## src/rtl/qspi_shift_unit_pkg.sv

```systemverilog
// Shared encodings for the QSPI shift unit: lane modes, FSM states and beat-width decode.
// The lane-mode values match those used by the SCK generator and the controller FSM.
package qspi_shift_unit_pkg;

    typedef enum logic [1:0] {
        QSPI_X1  = 2'b00,
        QSPI_X2  = 2'b01,
        QSPI_X4  = 2'b10,
        QSPI_RSV = 2'b11
    } lane_mode_e;

    typedef enum logic {
        ST_IDLE = 1'b0,
        ST_XFER = 1'b1
    } state_e;

    // log2 of the beat width; the reserved mode falls back to single-lane operation
    function automatic logic [1:0] beat_log2(input logic [1:0] mode);
        case (mode)
            QSPI_X2: return 2'd1;
            QSPI_X4: return 2'd2;
            default: return 2'd0;
        endcase
    endfunction

endpackage

```

## src/rtl/qspi_shift_unit_if.sv

```systemverilog
// Controller-side bus of the QSPI shift unit: config, SCK strobes, pad lanes and status.
interface qspi_shift_if #(
    parameter int DW  = 32,
    parameter int BCW = 2
);
    logic           start;
    logic [1:0]     lane_mode;
    logic [BCW-1:0] nbyte_m1;
    logic [DW-1:0]  tx_data;
    logic           shift_en;
    logic           sample_en;
    logic [3:0]     io_in;
    logic [3:0]     io_out;
    logic           busy;
    logic           done;
    logic [DW-1:0]  rx_data;

    modport master (
        output start, lane_mode, nbyte_m1, tx_data, shift_en, sample_en, io_in,
        input  io_out, busy, done, rx_data
    );

    modport slave (
        input  start, lane_mode, nbyte_m1, tx_data, shift_en, sample_en, io_in,
        output io_out, busy, done, rx_data
    );
endinterface

```

## src/rtl/qspi_shift_unit_lane_mux.sv

```systemverilog
// Combinational lane select for W=1/2/4: places the top TX bits on the pad lanes and
// gathers the active RX lanes right-justified, higher lane = more significant bit.
module qspi_shift_unit_lane_mux (
    input  logic [1:0] wlog,
    input  logic [3:0] tx_top,
    input  logic [3:0] io_in,
    output logic [3:0] beat,
    output logic [3:0] rx_lanes
);

    always_comb begin
        beat     = '0;
        rx_lanes = '0;
        case (wlog)
            2'd1: begin
                beat[1:0]     = tx_top[3:2];
                rx_lanes[1:0] = io_in[1:0];
            end
            2'd2: begin
                beat     = tx_top;
                rx_lanes = io_in;
            end
            // single lane: MOSI on io[0], MISO returns on io[1]
            default: begin
                beat[0]     = tx_top[3];
                rx_lanes[0] = io_in[1];
            end
        endcase
    end

endmodule

```

## src/rtl/qspi_shift_unit.sv

```systemverilog
// QSPI data shifter: serialises a right-justified TX word MSB-first over 1/2/4 lanes and
// rebuilds the RX word, paced by the SCK generator's shift_en/sample_en strobes.
module qspi_shift_unit
    import qspi_shift_unit_pkg::*;
#(
    parameter int DW  = 32,
    parameter int BCW = 2
) (
    input  logic         clk,
    input  logic         rst_n,
    qspi_shift_if.slave  bus
);

    localparam int CW = $clog2(DW) + 1;

    state_e        state_q, state_d;
    logic [DW-1:0] tx_q, tx_d;
    logic [DW-1:0] rx_q, rx_d;
    logic [DW-1:0] rx_data_q, rx_data_d;
    logic [CW-1:0] cnt_q, cnt_d;
    logic [1:0]    wlog_q, wlog_d;
    logic [3:0]    io_q, io_d;
    logic          done_q, done_d;

    logic [1:0]    wlog_sel;
    logic [2:0]    wsel;
    logic [CW-1:0] nbits, beats_m1;
    logic [DW-1:0] tx_load, tx_shl, rx_shl;
    logic [3:0]    beat, rx_lanes;
    logic          accept, smp, last, shf;

    // In IDLE the incoming config is what matters (start); in XFER the latched one
    assign wlog_sel = (state_q == ST_IDLE) ? beat_log2(bus.lane_mode) : wlog_q;
    assign wsel     = 3'd1 << wlog_sel;

    assign nbits    = (CW'(bus.nbyte_m1) + CW'(1)) << 3;
    assign beats_m1 = (nbits >> wlog_sel) - CW'(1);
    assign tx_load  = bus.tx_data << (CW'(DW) - nbits);
    assign tx_shl   = tx_q << wsel;
    assign rx_shl   = (rx_q << wsel) | DW'(rx_lanes);

    assign accept = (state_q == ST_IDLE) && bus.start;
    assign smp    = (state_q == ST_XFER) && bus.sample_en;
    assign last   = smp && (cnt_q == '0);
    // a launch coinciding with the final capture has nothing left to launch
    assign shf    = (state_q == ST_XFER) && bus.shift_en && !last;

    assign tx_d = accept ? tx_load : (shf ? tx_shl : tx_q);

    qspi_shift_unit_lane_mux u_lane_mux (
        .wlog     (wlog_sel),
        .tx_top   (tx_d[DW-1 -: 4]),
        .io_in    (bus.io_in),
        .beat     (beat),
        .rx_lanes (rx_lanes)
    );

    always_comb begin
        state_d   = state_q;
        cnt_d     = cnt_q;
        wlog_d    = wlog_q;
        rx_d      = rx_q;
        rx_data_d = rx_data_q;
        io_d      = io_q;
        done_d    = 1'b0;
        case (state_q)
            ST_IDLE: begin
                io_d = '0;
                if (bus.start) begin
                    state_d = ST_XFER;
                    cnt_d   = beats_m1;
                    wlog_d  = wlog_sel;
                    rx_d    = '0;
                    io_d    = beat;
                end
            end
            ST_XFER: begin
                if (shf)
                    io_d = beat;
                if (smp) begin
                    rx_d = rx_shl;
                    if (cnt_q == '0) begin
                        state_d   = ST_IDLE;
                        done_d    = 1'b1;
                        rx_data_d = rx_shl;
                    end else begin
                        cnt_d = cnt_q - CW'(1);
                    end
                end
            end
            default: state_d = ST_IDLE;
        endcase
    end

    always_ff @(posedge clk or negedge rst_n) begin
        if (!rst_n) begin
            state_q   <= ST_IDLE;
            tx_q      <= '0;
            rx_q      <= '0;
            rx_data_q <= '0;
            cnt_q     <= '0;
            wlog_q    <= '0;
            io_q      <= '0;
            done_q    <= 1'b0;
        end else begin
            state_q   <= state_d;
            tx_q      <= tx_d;
            rx_q      <= rx_d;
            rx_data_q <= rx_data_d;
            cnt_q     <= cnt_d;
            wlog_q    <= wlog_d;
            io_q      <= io_d;
            done_q    <= done_d;
        end
    end

    assign bus.io_out  = io_q;
    assign bus.busy    = (state_q == ST_XFER);
    assign bus.done    = done_q;
    assign bus.rx_data = rx_data_q;

endmodule
```

## src/flat_wrapper.sv

```systemverilog
// flat-port wrapper written by rule: the top's interface ports become plain ports
module qspi_shift_unit_flat import qspi_shift_unit_pkg::*;
#(
    parameter int DW  = 32,
    parameter int BCW = 2
)
  (clk, rst_n, bus_start, bus_lane_mode, bus_nbyte_m1, bus_tx_data, bus_shift_en, bus_sample_en, bus_io_in, bus_io_out, bus_busy, bus_done, bus_rx_data);
  qspi_shift_if #(.DW(DW), .BCW(BCW)) bus_i ();
  input  logic clk;
  input  logic rst_n;
  input wire logic [$bits(bus_i.start)-1:0] bus_start;
  input wire logic [$bits(bus_i.lane_mode)-1:0] bus_lane_mode;
  input wire logic [$bits(bus_i.nbyte_m1)-1:0] bus_nbyte_m1;
  input wire logic [$bits(bus_i.tx_data)-1:0] bus_tx_data;
  input wire logic [$bits(bus_i.shift_en)-1:0] bus_shift_en;
  input wire logic [$bits(bus_i.sample_en)-1:0] bus_sample_en;
  input wire logic [$bits(bus_i.io_in)-1:0] bus_io_in;
  output wire logic [$bits(bus_i.io_out)-1:0] bus_io_out;
  output wire logic [$bits(bus_i.busy)-1:0] bus_busy;
  output wire logic [$bits(bus_i.done)-1:0] bus_done;
  output wire logic [$bits(bus_i.rx_data)-1:0] bus_rx_data;
  assign bus_i.start = bus_start;
  assign bus_i.lane_mode = bus_lane_mode;
  assign bus_i.nbyte_m1 = bus_nbyte_m1;
  assign bus_i.tx_data = bus_tx_data;
  assign bus_i.shift_en = bus_shift_en;
  assign bus_i.sample_en = bus_sample_en;
  assign bus_i.io_in = bus_io_in;
  assign bus_io_out = bus_i.io_out;
  assign bus_busy = bus_i.busy;
  assign bus_done = bus_i.done;
  assign bus_rx_data = bus_i.rx_data;
  qspi_shift_unit #(.DW(DW), .BCW(BCW)) u_core (.clk(clk), .rst_n(rst_n), .bus(bus_i));
endmodule
```

## config.mk

```make
export PLATFORM = sky130hd
export DESIGN_NAME = qspi_shift_unit_flat
export DESIGN_NICKNAME = d
export VERILOG_FILES = /design/src/rtl/qspi_shift_unit_pkg.sv /design/src/rtl/qspi_shift_unit_if.sv /design/src/rtl/qspi_shift_unit_lane_mux.sv /design/src/rtl/qspi_shift_unit.sv /design/src/flat_wrapper.sv
export SDC_FILE = /design/constraint.sdc
export NUM_CORES = 1
export LEC_CHECK = 0
export CAP_MARGIN = 20
export CORE_MARGIN = 2
export CORE_UTILIZATION = 35
export DETAILED_ROUTE_END_ITERATION = 16
export PLACE_DENSITY = 0.53
export SYNTH_ARGS = -nofsm -noshare
export SYNTH_HDL_FRONTEND = slang
export SYNTH_SLANG_ARGS = --single-unit
```

## constraint.sdc

```tcl
create_clock -name clk -period 2.8 [get_ports clk]
set_input_delay 0.84 -clock clk [delete_from_list [all_inputs] [get_ports clk]]
set_output_delay 0.84 -clock clk [all_outputs]
set_load 0.02 [all_outputs]
```

==> metrics.txt, run 1 <==
status finished, final reports clean; PortBufs 82; Crit path largest cell delay 470 ps; Final min period 2670 ps; Pins Over Slew Limit 0; ys async rst share 100%; Peak Freq 374 MHz; Final Cycle Share 95.5%; Final Skew 10.3 ps; clk sink count 110; P_leak 3.87 nW; WHS Path Cells 2; Worst-path clk slew 80 ps; Comb pwr share 61.3%; CP required 3040 ps; Clk network pwr share 13.2%; WL final 20700 um; DRC viols 0; Clock Tree Root clkbuf_16; Slew @ Worst Pin 499 ps; Cell Int Power 0.00613 W; Netlist Area Pre-Place 7290 um2; Antenna Cells 0; register area share after synthesis 37.8%; grt total ovfl 0; via/cell ratio 5.64; Setup CP Type primary input to register; First DRT Iteration DRCs 448; Post-Synth Adder-Cell Area 1.20%; row count 52; Post-Synth Simple-Gate Area 11.4%; Sw Ratio 40.7%; synthesis-to-layout area growth 28.4%; Sw Pwr 0.00421 W; vias after detailed routing 6193; pin count of the biggest net entering global routing 75; placed inst area 8860 um2; clk buf depth 2; GPL Wtd Cong 0.900; top_reg_cell synth dfrtp_1; DP HPWL 15200 um; PwrDens 1110 nW/um2; TritonCTS clock tree yes; MaxCap Viol Count 0; CTS HTree Levels 3; Ports 83; WP depth 13; Post-Syn Nets 762; crit-path cells clkbuf_2 > nand2b_4 > o21ai_4 > inv_2 > buf_4 > ha_4 > buf_4 > buf_4 > mux4_2 > nand2_1 > o21ai_0 > a22oi_1 > o21ai_0; CP arrival 2920 ps; First-pass DRT Iterations 5; Flop pwr share 25.5%; CP top delay family buffers and inverters; Worst-Skew Late Latency 370 ps; Crit path buffers/inverters 5; Slew Limit Headroom 66.7%; number of synthesized flops with an enable pin 0; Avg Cell Area, Syn 10.3 um2; Fin. Hold Viols 0; die height 148 um; die area 22000 um2; mux cell area share after synthesis 27.5%; first-pass GRT wire length 34000 um; initial core utilization 35.8%; DR WL/cell 18.9 um; Worst Path Max Fanout 4; GR Util All Layers 19.5%; Die Width 148 um; core area 20400 um2; Num CTS Buffers 9; vias in the first global route 6344; worst vdd ir 0.382 mV; CP dominant cell by count buf_4; XOR/XNOR Fraction of Synth Area 0.361%; Post-Synthesis Cells 710; Yosys Warn Count 0; layout cells sized above 1 24.8%; final net count 875; Cell variety after synth 57; critical path launch point type primary input; final count of negative-setup-slack endpoints 0; initial antenna violation count 0; RSZ-0062 raised after global routing no; Worst R2R Path Depth 12; Final Cell Area 9350 um2; main combinational cell family by area after synthesis multiplexers; Overall Power 0.0103 W; HP Class register to register; CP endpoint kind register; Post-DRT Antenna Nets 0; Worst path slowest cell mux4_2; Yosys reg bits 110; Compound-Gate Fraction of Synth Area 17.2%
-- registers in the layout, indices dropped and copies added, names as in the netlist --
| name | flops |
|---|---|
| u_core.bus.busy | 1 |
| u_core.rx_q | 32 |
| u_core.tx_q | 32 |
| u_core.bus.rx_data | 32 |
| u_core.wlog_q | 2 |
| u_core.bus.io_out | 4 |
| u_core.cnt_q | 6 |
| u_core.bus.done | 1 |
-- timing repair --
action | 4_1_cts | 5_1_grt
resized for setup | 13 | 6
cloned | 2 | 0
hold buffers | 0 | 0
buffers inserted | 6 | 0
setup endpoints to repair | 93 | 78
pin swaps | 3 | 1
-- kinds of logic after synthesis --
logic type      after synthesis
compound gates              200
simple gates                185
mux                         131
flops                       110
buf+inv                      74
fa+ha+maj                     7
xor+xnor                      3
-- power by group through the flow --
stage               logic (W)  clock network, W  registers, W
floorplan             0.00377                 0       0.00269
detailed placement    0.00594                 0       0.00265
finish                0.00634           0.00137       0.00264
global route          0.00689           0.00146       0.00271
CTS                   0.00635           0.00140       0.00263
global placement      0.00584                 0       0.00262
-- worst register-to-register path, stage by stage (launching register included) --
cell and delay, ps:
dfrtp_2 460, nand2_1 120, o21ai_4 70, inv_2 80, buf_4 130, ha_4 150
buf_4 160, buf_4 160, mux4_2 540, nand2_1 90, o21ai_0 70, a22oi_1 200
o21ai_0 110
-- cell usage after synthesis, types with 7 or more instances --
library cell,count,area share (%)
ha_1,7,1.2
a211oi_1,10,1.0
inv_1,9,0.46
o211ai_1,10,1.0
a21oi_1,27,1.9
dfrtp_1,110,38
o21ai_0,99,6.8
nor2_1,11,0.57
buf_2,22,1.5
mux4_2,53,16
buf_1,8,0.41
a21o_1,7,0.72
clkbuf_1,28,1.4
nand2b_1,9,0.77
mux2i_1,56,7.7
nand2_1,128,6.6
mux2_2,22,3.4
-- final timing paths --
kind / start / end / slack, ps
max: bus_lane_mode[0] / u_core.tx_q[4]$_DFFE_PN0P_ / 130
min: u_core.bus.rx_data[19]$_DFFE_PN0P_ / u_core.bus.rx_data[19]$_DFFE_PN0P_ / 480
max reg2reg: u_core.bus.busy$_DFF_PN0_ / u_core.tx_q[4]$_DFFE_PN0P_ / 330
min reg2reg: u_core.bus.rx_data[19]$_DFFE_PN0P_ / u_core.bus.rx_data[19]$_DFFE_PN0P_ / 480
max in group asynchronous: rst_n / u_core.bus.busy$_DFF_PN0_ / 1900
min in group asynchronous: rst_n / u_core.bus.rx_data[23]$_DFFE_PN0P_ / 490
-- routing by layer --
layer / routed length (um) / track usage (%) / part of all wire (%) / vias to the layer above
li1: - / - / - / 2868
met1: 9010 / 26.0 / 43 / 3111
met2: 10200 / 32.3 / 49 / 184
met3: 1050 / 3.56 / 5.0 / 30
met4: 434 / 6.52 / 2.1 / 0
met5: 0 / 0 / 0 / -
-- cell usage in the layout, fill, tap and decap left out, drive strengths merged, types with 9 or more instances in the layout --
cell and instances:
a211oi 10, a21oi 27, buf 85, clkbuf 12, clkdlybuf4s50 79, dfrtp 110
inv 10, mux2 22, mux2i 56, mux4 53, nand2 128, nand2b 9
nor2 11, o211ai 10, o21ai 101
-- per-stage QoR --
step | std cells | worst slack, ps | util, % | setup TNS (ps) | hold WS, ps
2_1_floorplan | 710 | 10.6 | - | 0 | 445
3_3_place_gp | 1074 | -533 | 43.5 | -43030 | 463
3_5_place_dp | 1074 | -582 | 43.5 | -48550 | 465
4_1_cts | 1098 | 10.9 | 45.9 | 0 | 487
5_1_grt | 1098 | 5.11 | 45.9 | 0 | 511
6_report | 1098 | 125 | 45.9 | 0 | 479
-- layout make-up --
type                            instances  area [um2]
Clock inverter                          6        70.1
Sequential cell                       110        2750
Multi-Input combinational cell        526        4290
Timing Repair Buffer                  167        1630
Fill cell                            1925       11000
Clock buffer                           10         239
Inverter                                9        33.8
Tap cell                              270         338
Power figures use the tool's default switching activity.
==> run 2: changes to the inputs <==
Settings changed: CORE_MARGIN 2 to default, CORE_UTILIZATION 35 to 52, PLACE_DENSITY 0.53 to 0.75.
==> metrics.txt, run 2 (synthesized netlist as in run 1, its figures left out) <==
Placed Cells 970 (-9.7%); Worst path slowest cell mux4_2; Place WS -614 ps (-31.9 ps); leading cell type in the layout, fill and taps excluded nand2_1; layout cells sized above 1 23.6% (-1.1 points); Peak Freq 378 MHz (+1.1%); Worst-path clk slew 80 ps (about the same); Die Width 120 um (-19%); Slew @ Worst Pin 597 ps (+97.9 ps); crit-path cells clkbuf_2 > nand2b_4 > o21ai_4 > inv_2 > buf_4 > ha_4 > buf_6 > buf_4 > mux4_2 > mux2_2 > a22oi_1 > o21ai_0; # fillers 1068 (-45%); row count 42 (-19%); core area 13500 um2 (-34%); CP arrival 2890 ps (-30 ps); Clock Tree Root clkbuf_16; Crit path largest cell delay 420 ps (-50 ps); Setup CP Type primary input to register; Final min period 2640 ps (-30.2 ps); HP Class primary input to async pin; Fin. Hold Viols 0 (unchanged); r2r endpoint u_core.tx_q[5]$_DFFE_PN0P_; Pins Over Slew Limit 0 (unchanged); status finished, final reports clean; Num CTS Buffers 9 (unchanged); commonest non-fill, non-tap cells in the layout nand2_1 (128), dfrtp_1 (109), o21ai_0 (96); DRC viols 0 (unchanged); grt total ovfl 0 (unchanged); die height 120 um (-19%); Final Skew 7.34 ps (-2.94 ps); critical path launch point type primary input; DR WL/cell 20.5 um (+8.7%); TritonCTS clock tree yes; final count of negative-setup-slack endpoints 0 (unchanged); Overall Power 0.0101 W (-2.3%); RSZ-0062 raised after global routing no; vias in the first global route 6350 (+0.095%); GPL Wtd Cong 0.890 (-1.2%); die area 14500 um2 (-34%); CTS HTree Levels 3 (unchanged); Worst Path Max Fanout 5 (+1); post-route non-filler standard cell count 993 (-9.6%); Worst R2R Path Depth 11 (-1); DP HPWL 14500 um (-5.0%); WL final 20400 um (-1.7%); CP required 3050 ps (about the same); vias after detailed routing 6365 (+2.8%); Antenna Cells 0 (unchanged); via/cell ratio 6.41 (+14%); clk buf depth 2 (unchanged); Setup crit start bus_lane_mode[0]; CP dominant cell by count buf_4; MaxCap Viol Count 0 (unchanged); CP Capture Point u_core.tx_q[5]$_DFFE_PN0P_; first-pass GRT wire length 33000 um (-3.0%); initial core utilization 54.2% (+18 points); worst hold margin 479 ps (-0.332 ps); initial antenna violation count 0 (unchanged); First DRT Iteration DRCs 664 (+48%); Post-DRT Antenna Nets 0 (unchanged); Ports 83 (unchanged); worst vdd ir 0.462 mV (+21%); Slew Limit Headroom 60.2% (-6.5 points); P_leak 3.82 nW (-1.2%); Worst-Skew Late Latency 370 ps (about the same); PwrDens 1110 nW/um2 (about the same); Hold Buf Count CTS 0 (unchanged); CP endpoint kind register; pin count of the biggest net entering global routing 53 (-29%); Worst R2R Start u_core.bus.busy$_DFF_PN0_; final worst slack 155 ps (+30.2 ps); reg2reg setup slack 330 ps (about the same); Final Cycle Share 94.4% (-1.1 points); synthesis-to-layout area growth 25.4%; final net count 864 (-1.3%); First-pass DRT Iterations 5 (unchanged); PortBufs 82 (unchanged); clk sink count 110 (unchanged); GR Util All Layers 29.6% (+10 points)
==> run 2: changes by cell type in the layout (fill, tap and decap cells not counted), moves of 2 or more <==
cell        previous run  this run
buf_4                 72        61
buf_6                  0         2
clkinv_2               0         2
clkinvlp_4             3         1
==> run 2: where the power goes <==
group          internal (W)  switching (W)  leakage, nW  total (W)
Clock              0.000634       0.000635        0.139    0.00127
Sequential          0.00212       0.000515         1.47    0.00263
Combinational       0.00316        0.00303         2.21    0.00620
==> run 2: stage by stage <==
stage	util, %	area [um2]	TNS [ps]
6_report	67.9	9130	0
5_1_grt	67.9	9130	0
4_1_cts	67.8	9110	0
3_5_place_dp	64.4	8670	-48050
3_3_place_gp	64.4	8670	-40100
2_1_floorplan	-	7300	0
==> run 2: cell type report <==
cell class | count | area [um2] | share of cell area [%]
clock buffers | 10 | 239 | 2.62
well taps | 176 | 220 | 2.41
inverters | 9 | 33.8 | 0.370
multi-input cells | 526 | 4300 | 47.0
flip-flops and latches | 110 | 2750 | 30.2
repair buffers | 156 | 1550 | 16.9
clock inverters | 6 | 43.8 | 0.479
==> run 2: worst min-delay path by stage <==
stage                                           start                            endpoint  slack, ps  depth (start not counted)
CTS                 u_core.bus.rx_data[2]$_DFFE_PN0P_   u_core.bus.rx_data[2]$_DFFE_PN0P_        480                          2
detailed placement  u_core.bus.rx_data[2]$_DFFE_PN0P_   u_core.bus.rx_data[2]$_DFFE_PN0P_        470                          2
finish                                          rst_n  u_core.bus.rx_data[24]$_DFFE_PN0P_        480                          1
global route                                    rst_n           u_core.bus.done$_DFF_PN0_        510                          1
floorplan                 u_core.rx_q[31]$_DFFE_PN0P_         u_core.rx_q[31]$_DFFE_PN0P_        450                          2
global placement         u_core.wlog_q[1]$_DFFE_PN0P_        u_core.wlog_q[1]$_DFFE_PN0P_        460                          2
==> run 2: repair_timing <==
item | 4_1_cts | 5_1_grt
resized for setup | 14 | 7
setup endpoints to repair | 88 | 70
pin swaps | 2 | 1
buffers inserted | 4 | 1
cloned | 2 | 0
==> run 2: metal layers <==
metal | GRT usage [%] | share of wire (%) | vias up
li1 | - | - | 2847
met1 | 37.7 | 41 | 3182
met2 | 49.2 | 49 | 280
met3 | 5.38 | 5.9 | 56
met4 | 13.3 | 3.7 | 0
met5 | 0 | 0 | -
==> run 2: worst max-delay path: cells and delay by family <==
kind / cells / cell delay [ps]
buffers and inverters: 5 / 620
muxes: 2 / 710
and+or+nand+nor: 1 / 160
adders and majority gates: 1 / 190
AOI/OAI and AO/OA: 3 / 360
==> run 3: changes to the inputs <==
Settings changed: CORE_UTILIZATION 52 to 51, PLACE_DENSITY 0.75 to 0.74, SYNTH_HIERARCHICAL from default to 1.
==> metrics.txt, run 3 <==
status finished, final reports clean; leading cell type in the layout, fill and taps excluded nand2_1; Setup CP Type primary input to register; final net count 836 (-3.2%); die height 117 um (-2.6%); clk buf depth 2 (unchanged); PortBufs 82 (unchanged); Worst-path clk slew 70 ps (about the same); Final Skew 8.14 ps (+0.790 ps); initial antenna violation count 0 (unchanged); Setup crit start bus_nbyte_m1[1]; First DRT Iteration DRCs 526 (-21%); DRC viols 0 (unchanged); Crit path buffers/inverters 1 (-4); Clock Tree Root clkbuf_16; row count 41 (-2.4%); die area 13800 um2 (-5.1%); most frequent cells after synthesis nand2_1 (139), dfrtp_1 (110), a22o_1 (39), mux4_2 (35); Clk network pwr share 16.6% (+4.0 points); First-pass DRT Iterations 5 (unchanged); Peak Freq 367 MHz (-2.8%); layout cells sized above 1 22.0% (-1.6 points); Post-DRT Antenna Nets 0 (unchanged); P_leak 3.80 nW (-0.47%); CTS HTree Levels 3 (unchanged); Final Cycle Share 97.2% (+2.8 points); GR Util All Layers 29.7% (+0.093 points); Final min period 2720 ps (+77.5 ps); fin util 66.7% (-1.2 points); Yosys top cell by area dfrtp_1; RSZ-0062 raised after global routing no; Fin. Hold Viols 0 (unchanged); commonest non-fill, non-tap cells in the layout nand2_1 (139), dfrtp_1 (110), clkdlybuf4s50_1 (78), buf_4 (78), a22o_1 (39); Die Width 117 um (-2.6%); WHS Path Cells 2; worst hold endpoint u_core/bus.rx_data[15]$_DFFE_PN0P_; CP endpoint kind register; DR WL/cell 19.8 um (-3.7%); Worst Path Max Fanout 9 (+4); Yosys reg bits 110 (unchanged); worst vdd ir 0.390 mV (-16%); clk sink count 110 (unchanged); via/cell ratio 6.20 (-3.3%); core area 12800 um2 (-5.1%); Worst R2R Start u_core/bus.busy$_DFF_PN0_; Slew Limit Headroom 61.6% (+1.5 points); number of synthesized flops with an enable pin 0 (unchanged); Yosys Warn Count 6 (+6); grt total ovfl 0 (unchanged); vias in the first global route 5802 (-8.6%); Post-Synthesis Cells 662 (-6.8%); Worst R2R Path Depth 10 (-1); CP arrival 2960 ps (+70 ps); reg2reg setup slack 260 ps (-70 ps); most common cell in the netlist nand2_1; Worst path slowest cell clkdlybuf4s50_1; pin count of the biggest net entering global routing 49 (-7.5%); critical path launch point type primary input; PwrDens 860 nW/um2 (-22%); Post-Syn Nets 712 (-6.6%); CP required 3040 ps (about the same); Slew @ Worst Pin 575 ps (-21.8 ps); Comb pwr share 46.2% (-15 points); r2r endpoint u_core/bus.io_out[0]$_DFFE_PN0P_; HP Class register to register; final count of negative-setup-slack endpoints 0 (unchanged); crit-path cells clkdlybuf4s50_1 > ha_4 > mux4_2 > a22oi_1 > o211ai_1 > a22oi_1 > o21ai_1 > mux2i_1 > o21ai_1; Crit path largest cell delay 470 ps (+50 ps); Cell variety after synth 63 (+11%); DP HPWL 14100 um (-2.3%); ys async rst share 100% (unchanged); MaxCap Viol Count 0 (unchanged); synth top area cells dfrtp_1 (41%), mux4_2 (12%), nand2_1 (7.7%); first-pass GRT wire length 30700 um (-7.0%); post-synth top area share 40.6% (+2.8 points); Netlist Area Pre-Place 6780 um2 (-7.0%); GPL Wtd Cong 0.896 (+0.75%); Sw Pwr 0.00280 W (-33%); Flop pwr share 37.2% (+11 points); TritonCTS clock tree yes; worst hold margin 466 ps (-12.5 ps); Antenna Cells 0 (unchanged); Ports 83 (unchanged); Cell Int Power 0.00453 W (-23%); worst hold start u_core/bus.rx_data[15]$_DFFE_PN0P_; Pins Over Slew Limit 0 (unchanged); Avg Cell Area, Syn 10.2 um2 (-0.23%); register area share after synthesis 40.6% (+2.8 points); top_reg_cell synth dfrtp_1; vias after detailed routing 5972 (-6.2%); WL final 19000 um (-6.6%); Sw Ratio 38.2% (-3.3 points); CP top delay family compound AO/OA/AOI/OAI gates; Worst-Skew Late Latency 360 ps (about the same); initial core utilization 53.1% (-1.1 points); Num CTS Buffers 9 (unchanged); synthesis-to-layout area growth 25.7%
-- run 3: cells by family (layout without fill, tap and decap cells) --
family / count (synthesis) / after routing / synth area share (%)
compound gates: 191 / 191 / 20.5
xor+xnor: 4 / 4 / 0.517
fa+ha+maj: 5 / 5 / 0.923
buf+inv: 64 / 193 / 5.19
flops: 110 / 110 / 40.6
mux: 82 / 82 / 19.0
simple gates: 206 / 206 / 13.2
-- run 3: worst min-delay path: stages (launching register included) --
cell     delay [ps]
dfrtp_1         340
nand2_1          50
nand2_1          40
-- run 3: metal layers --
layer | vias to the layer above | share of wire, % | track usage, %
met5 | - | 0 | 0
met4 | 0 | 2.8 | 12.9
met3 | 34 | 5.3 | 4.02
met2 | 260 | 49 | 47.6
met1 | 2949 | 43 | 40.4
li1 | 2729 | - | -
-- run 3: cell type report --
cell class	count	area, um2
Sequential cell	110	2750
Timing Repair Buffer	164	1500
Tap cell	172	215
Clock buffer	10	229
Multi-Input combinational cell	488	3730
Inverter	13	56.3
Fill cell	1020	4250
Clock inverter	6	43.8
-- run 3: timing repair --
item | CTS | global route
pin swaps | 5 | 4
resized for setup | 1 | 6
hold buffers | 0 | 0
setup endpoints to repair | 1 | 16
buffers inserted | 0 | 4
-- run 3: worst max-delay path by stage --
stage                                                  end  slack [ps]  cells after the start
after global routing      u_core/bus.io_out[0]$_DFFE_PN0P_           1                      9
after CTS                 u_core/bus.io_out[1]$_DFFE_PN0P_           1                     11
after detailed placement  u_core/bus.io_out[0]$_DFFE_PN0P_        -410                     11
after floorplan           u_core/bus.io_out[0]$_DFFE_PN0P_        -150                     13
final                     u_core/bus.io_out[0]$_DFFE_PN0P_          80                      9
after global placement    u_core/bus.io_out[1]$_DFFE_PN0P_        -340                     11
-- run 3: per-stage QoR --
stage	std cells	setup slack, ps	total power, W	area (um2)	setup TNS [ps]
6_report	963	78.0	0.00733	8520	0
5_1_grt	963	1.09	0.00777	8520	0
4_1_cts	959	0.975	0.00728	8470	0
3_5_place_dp	943	-410	0.00604	8190	-18740
3_3_place_gp	943	-340	0.00593	8190	-15570
2_1_floorplan	662	-151	0.00497	6840	-409
-- run 3: power groups by stage --
| stage | Clock [W] | Combinational, W | Sequential [W] |
|---|---|---|---|
| after floorplan | 0 | 0.00238 | 0.00259 |
| after global placement | 0 | 0.00323 | 0.00269 |
| final | 0.00122 | 0.00338 | 0.00273 |
| after detailed placement | 0 | 0.00332 | 0.00272 |
| after CTS | 0.00124 | 0.00334 | 0.00270 |
| after global routing | 0.00130 | 0.00368 | 0.00279 |
